[config.mk]
export PLATFORM = sky130hd
export DESIGN_NAME = prod_accum
export DESIGN_NICKNAME = d
export VERILOG_FILES = /design/src/rtl/prod_accum_pkg.sv /design/src/rtl/prod_accum_sat_add.sv /design/src/rtl/prod_accum.sv
export SDC_FILE = /design/constraint.sdc
export NUM_CORES = 1
export LEC_CHECK = 0
export ABC_AREA = 0
export BUFFER_PORTS_ARGS = -buffer_cell sky130_fd_sc_hd__buf_2
export CAP_MARGIN = 10
export CORE_MARGIN = 2
export CORE_UTILIZATION = 52
export CTS_BUF_LIST = sky130_fd_sc_hd__clkbuf_8
export DETAILED_ROUTE_END_ITERATION = 8
export PLACE_DENSITY = 0.78
export SYNTH_ARGS = -nofsm -noshare
export SYNTH_HDL_FRONTEND = slang
export SYNTH_SLANG_ARGS = --single-unit
[constraint.sdc]
create_clock -name clk -period 2.6 [get_ports clk]
set_input_delay 0.26 -clock clk [delete_from_list [all_inputs] [get_ports clk]]
set_output_delay 0.26 -clock clk [all_outputs]
set_load 0.01 [all_outputs]
[src/rtl/prod_accum_pkg.sv]
// rtl/prod_accum_pkg.sv - shared state encoding, default widths and saturation limits
package prod_accum_pkg;

  typedef enum logic [1:0] {
    IDLE  = 2'd0,
    ACCUM = 2'd1,
    DONE  = 2'd2
  } state_e;

  localparam int ACC_W_DEF = 24;
  localparam int CNT_W_DEF = 8;

  // Largest positive value of a 64-bit signed word; narrower limits are derived by shifting.
  localparam logic [63:0] SAT_MAX_ALL = 64'h7FFF_FFFF_FFFF_FFFF;

  function automatic logic [63:0] sat_max(input int w);
    return SAT_MAX_ALL >> (64 - w);
  endfunction

  function automatic logic [63:0] sat_min(input int w);
    return ~sat_max(w);
  endfunction

endpackage

[src/rtl/prod_accum_sat_add.sv]
// rtl/prod_accum_sat_add.sv - ACC_W-bit signed saturating adder with overflow flag
module sat_add
  import prod_accum_pkg::*;
#(
  parameter int ACC_W = ACC_W_DEF
) (
  input  logic [ACC_W-1:0] a,
  input  logic [ACC_W-1:0] b,
  output logic [ACC_W-1:0] y,
  output logic             ovf
);

  localparam logic [ACC_W-1:0] MAX_V = ACC_W'(sat_max(ACC_W));
  localparam logic [ACC_W-1:0] MIN_V = ACC_W'(sat_min(ACC_W));

  logic [ACC_W-1:0] raw;

  // Overflow only when both operands share a sign that the wrapped sum lost.
  always_comb begin
    raw = a + b;
    ovf = (a[ACC_W-1] == b[ACC_W-1]) && (raw[ACC_W-1] != a[ACC_W-1]);
    y   = raw;
    if (ovf) begin
      y = a[ACC_W-1] ? MIN_V : MAX_V;
    end
  end

endmodule

[src/rtl/prod_accum.sv]
// rtl/prod_accum.sv - saturating accumulator of a fixed-length stream of signed products
module prod_accum
  import prod_accum_pkg::*;
#(
  parameter int ACC_W = ACC_W_DEF,
  parameter int CNT_W = CNT_W_DEF
) (
  input  logic             clk,
  input  logic             reset,
  input  logic             start,
  input  logic [CNT_W-1:0] len,
  input  logic [15:0]      in_data,
  input  logic             in_valid,
  output logic             in_ready,
  output logic [ACC_W-1:0] acc_out,
  output logic             out_valid,
  input  logic             out_ready,
  output logic             busy,
  output logic             ovf
);

  state_e           state_q, state_d;
  logic [ACC_W-1:0] acc_q, acc_d;
  logic [CNT_W-1:0] cnt_q, cnt_d;
  logic [CNT_W-1:0] len_q, len_d;
  logic             ovf_q, ovf_d;

  logic [ACC_W-1:0] beat_ext;
  logic [ACC_W-1:0] sum;
  logic             sum_ovf;

  assign beat_ext = {{(ACC_W-16){in_data[15]}}, in_data};

  sat_add #(.ACC_W(ACC_W)) u_sat_add (
    .a   (acc_q),
    .b   (beat_ext),
    .y   (sum),
    .ovf (sum_ovf)
  );

  always_comb begin
    state_d = state_q;
    acc_d   = acc_q;
    cnt_d   = cnt_q;
    len_d   = len_q;
    ovf_d   = ovf_q;
    case (state_q)
      IDLE: begin
        if (start) begin
          len_d   = len;
          acc_d   = '0;
          cnt_d   = '0;
          ovf_d   = 1'b0;
          state_d = (len != '0) ? ACCUM : DONE;
        end
      end
      ACCUM: begin
        // Terminating on equality with len keeps the count below its wrap point.
        if (in_valid) begin
          acc_d = sum;
          ovf_d = ovf_q | sum_ovf;
          cnt_d = cnt_q + 1'b1;
          if (cnt_d == len_q) begin
            state_d = DONE;
          end
        end
      end
      DONE: begin
        if (out_ready) begin
          state_d = IDLE;
        end
      end
      default: state_d = IDLE;
    endcase
  end

  always_ff @(posedge clk) begin
    if (!reset) begin
      state_q <= IDLE;
      acc_q   <= '0;
      cnt_q   <= '0;
      len_q   <= '0;
      ovf_q   <= 1'b0;
    end else begin
      state_q <= state_d;
      acc_q   <= acc_d;
      cnt_q   <= cnt_d;
      len_q   <= len_d;
      ovf_q   <= ovf_d;
    end
  end

  assign in_ready  = (state_q == ACCUM);
  assign out_valid = (state_q == DONE);
  assign busy      = (state_q != IDLE);
  assign acc_out   = acc_q;
  assign ovf       = ovf_q;

endmodule

==> flow_summary.toml, run 1 <==
[worst_setup_path]
crit_fanout = 7
required_ps = 2800
reg2reg_to = "acc_out[21]"
critPathMaxStageDelay_ps = 440
cp.arrival_ps = 2730
reg2reg_depth = 11
cp_top_family = "compound AO/OA/AOI/OAI gates"
crit_top_cell = "a21oi_2"
path_buf_inv = 2
timing.rr.start = "acc_out[14]"
cp-start-kind = "flip-flop"
end_kind = "flip-flop"
slowest_stage = "a221o_2"
criticalPathCategory = "flip-flop to flip-flop"
crit_chain = "ha_1 > a21oi_2 > o211ai_1 > a21oi_2 > a21oi_2 > a221o_2 > mux2i_4 > buf_12 > buf_4 > a31oi_1 > o21ai_0"
r2r_slack_ps = 70

[floorplan]
initial_core_util_pct = 53.2
placementRows = 28
die_y_um = 81.1
ioPinCount = 57
dieArea_mm2 = 0.00658
die_x_um = 81.1
core_area_mm2 = 0.00582

[synthesis]
ys_warn_count = 0
yosys.area_share.adder_pct = 10.4
synth_top_family_by_area = "compound AO/OA/AOI/OAI gates"
synthCells = 399
yosysSeqAreaShare_pct = 27.8
ys_ff_latch = 43
synth-xor-area-share_pct = 9.07
syn_area_mm2 = 0.00309
syn-num-nets = 453
syn_area_per_cell_um2 = 7.75
synth-simple-area-share_pct = 20.6
synth_edf_count = 0
synth.distinct_cells = 54
async_flop_share_pct = 0
synth-compound-area-share_pct = 27.0
synth_top_flop_cell = "dfxtp_1"
synthMuxAreaShare_pct = 1.05

[global_route]
grt_max_degree = 21
grt_pass1_wl_mm = 13.7
antenna_found_initial = 0
track_usage_pct = 26.6
grt_overflow = 0
grt_pass1_vias = 3113

[timing]
slew_violations = 0
period_share_pct = 97.2
slew_headroom_pct = 56.3
worstMarginPinSlew_ps = 655
fin_crit_ps = 2530
holdWs_ps = 197
setup_viol = 0
clock_skew_ps = 4.95
worst_slack_ps = 73.2
fmax_mhz = 396
final-hold-violation-count = 0
rsz0062_at_grt = "yes"

[final_layout]
multi_input_area_mm2 = 0.00227
layout-drive-gt1-share_pct = 29.8
seqCellArea_um2 = 866
fillers = 518
fin_nets = 546
area_delta_synth_final_pct = 29.2
final_cell_mix = "56 x nand2_1, 56 x buf_2, 51 x a21oi_1"
antenna_cells = 0

[worst_hold_path]
hold_end = "len_q[1]"
hold_start = "len[1]"
hold_path_class = "input port to flip-flop"
hold_depth = 3

[cts]
clock_sinks = 43
path_clk_slew_ps = 90
cts_buffers = 5
clk_latency_ps = 300
root_buffer = "clkbuf_8"
cts_max_level = 2
holdBufCountCts = 0
cts_tree = "yes"
clock_path_buffers = 2

[power]
power.leakage_nw = 1.82
pwr-share-seq_pct = 43.1
vdd_drop_max_mv = 0.297
clkPwrFrac_pct = 26.0
p_per_area_mw_per_mm2 = 416
p_comb_share_pct = 30.9
switchingPower_mw = 0.556
swShare_pct = 33.4
power.internal_mw = 1.11

[routing]
drt_first_pass_iters = 7
drc = 0
drt-initial-drc-count = 210
num_vias = 3313
vias_per_cell = 5.83
ant_nets = 0
routed_wl_mm = 8.98
wl_per_cell_um = 15.8

[placement]
port_buffers = 56
dpl.hpwl_mm = 6.36
post-place-ws_ps = -128
gp_congestion = 0.973

[run]
maxCapViolations = 0

[run_status]
status = "completed"
-- registers in the layout, summed over array words and instances (netlist names) --
signal,count
cnt_q,8
len_q,8
state_q,2
acc_out,24
ovf,1
-- synth_stat cells (2+ instances only) --
| master | instances | share of area [%] |
|---|---|---|
| nand3b_1 | 2 | 0.49 |
| nand3_1 | 13 | 2.1 |
| and3_1 | 3 | 0.61 |
| nor4_1 | 5 | 1.0 |
| clkbuf_1 | 11 | 1.3 |
| a21oi_2 | 2 | 0.57 |
| inv_1 | 12 | 1.5 |
| buf_6 | 2 | 0.73 |
| nor2_1 | 30 | 3.6 |
| xor2_1 | 15 | 4.2 |
| o21ai_0 | 29 | 4.7 |
| a31oi_1 | 5 | 1.0 |
| dfxtp_1 | 43 | 28 |
| or2_2 | 4 | 0.81 |
| a222oi_1 | 3 | 0.97 |
| a211oi_2 | 3 | 1.2 |
| a21oi_1 | 52 | 8.4 |
| a22oi_1 | 3 | 0.73 |
| nor3_1 | 6 | 0.97 |
| xnor2_1 | 17 | 4.8 |
| nand2b_1 | 4 | 0.81 |
| and2_1 | 2 | 0.40 |
| o21a_1 | 3 | 0.73 |
| nand4_1 | 2 | 0.40 |
| a21o_1 | 12 | 2.9 |
| ha_1 | 24 | 9.7 |
| nor2b_1 | 6 | 1.2 |
| or3_1 | 3 | 0.61 |
| nand2_1 | 56 | 6.8 |
| o211ai_1 | 3 | 0.73 |
-- area by class of cell --
cell class | instances | area share [%]
clock inverter | 3 | 0.407
sequential | 43 | 21.7
multi-input combinational | 329 | 56.8
inverter | 12 | 1.13
timing repair buffer | 101 | 15.9
clock buffer | 5 | 1.72
tap | 75 | 2.35
-- metrics by stage --
stage          std cells  setup TNS (ps)  instance area, µm²  power (mW)  util (%)
6_report             568               0                3990        1.66      68.7
5_1_grt              568            -180                3990        1.74      68.7
4_1_cts              565           -33.3                3820        1.63      65.7
3_5_place_dp         554            -747                3690        1.19      63.4
3_3_place_gp         554           -24.8                3690        1.18      63.4
2_1_floorplan        399               0                3090        1.02         -
-- routing by layer --
layer,GRT usage (%),wire [µm]
met5,0,0
met4,11.2,190
met3,3.89,393
met2,47.5,4530
met1,31.8,3860
-- power groups by stage --
| stage | Combinational [mW] | Clock [mW] | Sequential, mW |
|---|---|---|---|
| floorplan | 0.292 | 0 | 0.732 |
| detailed placement | 0.466 | 0 | 0.729 |
| finish | 0.514 | 0.433 | 0.716 |
| CTS | 0.477 | 0.438 | 0.713 |
| global route | 0.560 | 0.463 | 0.720 |
| global placement | 0.454 | 0 | 0.728 |
-- kinds of logic (layout without fill, tap and decap cells) --
group                    Yosys count  count (layout)
AO/OA/AOI/OAI                    130             131
XOR/XNOR                          32              32
adder cells (fa/ha/maj)           25              25
buffers and inverters             28             121
flip-flops                        43              43
multiplexers                       2               2
AND/OR/NAND/NOR                  139             139
-- worst max path at each step --
| stage | from | endpoint | slack [ps] | cells past startpoint |
|---|---|---|---|---|
| global placement | in_data[0] | acc_out[20] | -20 | 12 |
| finish | acc_out[14] | acc_out[21] | 70 | 11 |
| floorplan | acc_out[12] | acc_out[13] | 80 | 11 |
| detailed placement | in_data[0] | acc_out[20] | -130 | 12 |
| CTS | acc_out[8] | acc_out[21] | -30 | 10 |
| global route | acc_out[16] | acc_out[21] | -60 | 11 |
-- worst min-delay path, cell delays in order --
cell	delay (ps)
buf_2	100
nand2_1	50
a21oi_1	50
-- what timing repair did --
action                                  4_1_cts  5_1_grt
resized for setup                             6       25
pin swaps                                     4       15
cloned                                        0        1
buffers inserted                              3        2
endpoints found under the setup margin        6       24
Power figures use the tool's default switching activity.
==> inputs of run 2 (changes only) <==
- CELL_PAD_IN_SITES_DETAIL_PLACEMENT: not set -> 0
- CELL_PAD_IN_SITES_GLOBAL_PLACEMENT: not set -> 1
- CORE_UTILIZATION: 52 -> 38
- PLACE_DENSITY: 0.78 -> not set
- PLACE_DENSITY_LB_ADDON: not set -> 0.1
==> flow_summary.toml, run 2 (same netlist as run 1, synthesis figures left out) <==
[run_status]
status = "completed"

[worst_setup_path]
cp.arrival_ps = 2720
criticalPathCategory = "flip-flop to flip-flop"
required_ps = 2790
end_kind = "flip-flop"
cp-start-kind = "flip-flop"
crit_fanout = 4
r2r_slack_ps = 80

[final_layout]
final_cell_mix = "60 x buf_4, 56 x nand2_1, 56 x buf_2"
seqCellArea_um2 = 867
fillers = 764
final_cell_count_no_fill = 615
antenna_cells = 0
fin_nets = 566
area_delta_synth_final_pct = 36.6
final_common_cell = "buf_4"
largest_reg_flops = 24
layout-drive-gt1-share_pct = 33.7
multi_input_area_mm2 = 0.00228

[power]
power.leakage_nw = 1.93
pwr-share-seq_pct = 42.0
swShare_pct = 33.4
vdd_drop_max_mv = 0.214
clkPwrFrac_pct = 26.6
p_comb_share_pct = 31.5
p_per_area_mw_per_mm2 = 403
switchingPower_mw = 0.569
power.internal_mw = 1.13

[placement]
dp.cells = 600
gp_congestion = 0.903
post-place-ws_ps = -141
port_buffers = 56
dpl.hpwl_mm = 6.70

[timing]
rsz0062_at_grt = "yes"
fin_crit_ps = 2520
slew_violations = 0
worstMarginPinSlew_ps = 607
final-hold-violation-count = 0
period_share_pct = 97.1
slew_headroom_pct = 59.5
clock_skew_ps = 6.97
worst_slack_ps = 76.1
setup_viol = 0
fmax_mhz = 396
holdWs_ps = 209

[cts]
clk_latency_ps = 300
cts_buffers = 5
path_clk_slew_ps = 90
clock_path_buffers = 2
cts_tree = "yes"
cts_max_level = 2
root_buffer = "clkbuf_8"
holdBufCountCts = 0
clock_sinks = 43

[worst_hold_path]
hold_path_class = "input port to flip-flop"

[floorplan]
dieArea_mm2 = 0.00887
core_area_mm2 = 0.00781
placementRows = 32
die_y_um = 94.2
initial_core_util_pct = 39.6
ioPinCount = 57
die_x_um = 94.2

[global_route]
antenna_found_initial = 0
track_usage_pct = 20.5
grt_max_degree = 25
grt_pass1_vias = 3058
grt_pass1_wl_mm = 14.5
grt_overflow = 0

[routing]
drt_first_pass_iters = 5
wl_per_cell_um = 14.6
vias_per_cell = 5.26
drc = 0
ant_nets = 0
routed_wl_mm = 8.95
num_vias = 3237
drt-initial-drc-count = 138

[run]
maxCapViolations = 0
run 2: cell count changes in the layout (fill, tap and decap cells not counted), moves of 2 or more:
cell	before	now
buf_6	1	3
buf_4	43	60
clkinv_4	0	2
o21ai_1	4	7
o21ai_0	25	22
inv_1	12	10
run 2: worst max-delay path, cell delays in order, from the launching register on:
cell	delay, ps
dfxtp_2	340
ha_4	160
inv_2	50
fa_2	190
nor2b_2	40
o31a_1	310
o31ai_4	220
a31oi_2	150
or3_4	380
o41ai_4	300
xor2_1	190
a21oi_1	80
run 2: cell type report:
class | count | area share [%]
Multi-Input combinational cell | 329 | 54.1
Clock buffer | 5 | 1.63
Clock inverter | 3 | 0.593
Tap cell | 102 | 3.02
Inverter | 12 | 1.07
Timing Repair Buffer | 121 | 19.1
Sequential cell | 43 | 20.5
run 2: final timing paths:
kind / start / endpoint / cells after the start
min: len[4] / len_q[4] / 3
max reg2reg: acc_out[0] / acc_out[20] / 11
min reg2reg: len_q[1] / len_q[1] / 2
max: acc_out[0] / acc_out[20] / 11
run 2: power groups by stage:
| stage | clock, mW | sequential [mW] | combinational, mW |
|---|---|---|---|
| finish | 0.453 | 0.715 | 0.536 |
| global route | 0.501 | 0.720 | 0.594 |
| CTS | 0.472 | 0.713 | 0.501 |
| detailed placement | 0 | 0.728 | 0.490 |
| global placement | 0 | 0.727 | 0.492 |
| floorplan | 0 | 0.732 | 0.292 |
run 2: per-layer routing:
metal | global-route usage, % | vias to the layer above | part of all wire (%)
li1 | - | 1654 | -
met5 | 0 | - | 0
met1 | 27.5 | 1518 | 47
met4 | 4.71 | 0 | 0.56
met3 | 3.53 | 4 | 4.2
met2 | 34.2 | 61 | 48
run 2: stage by stage:
stage | setup TNS [ps] | util, % | total power, mW | area (µm²)
floorplan | 0 | - | 1.02 | 3090
global route | -507 | 54.1 | 1.81 | 4220
CTS | 0 | 51.3 | 1.69 | 4010
detailed placement | -1780 | 49.6 | 1.22 | 3880
global placement | -1040 | 49.6 | 1.22 | 3880
finish | 0 | 54.1 | 1.70 | 4220
run 2: what timing repair did:
item | CTS | global route
resized for setup | 6 | 37
setup buffers | 0 | 6
gates cloned | 1 | 0
endpoints found under the setup margin | 16 | 23
pin swaps | 0 | 19
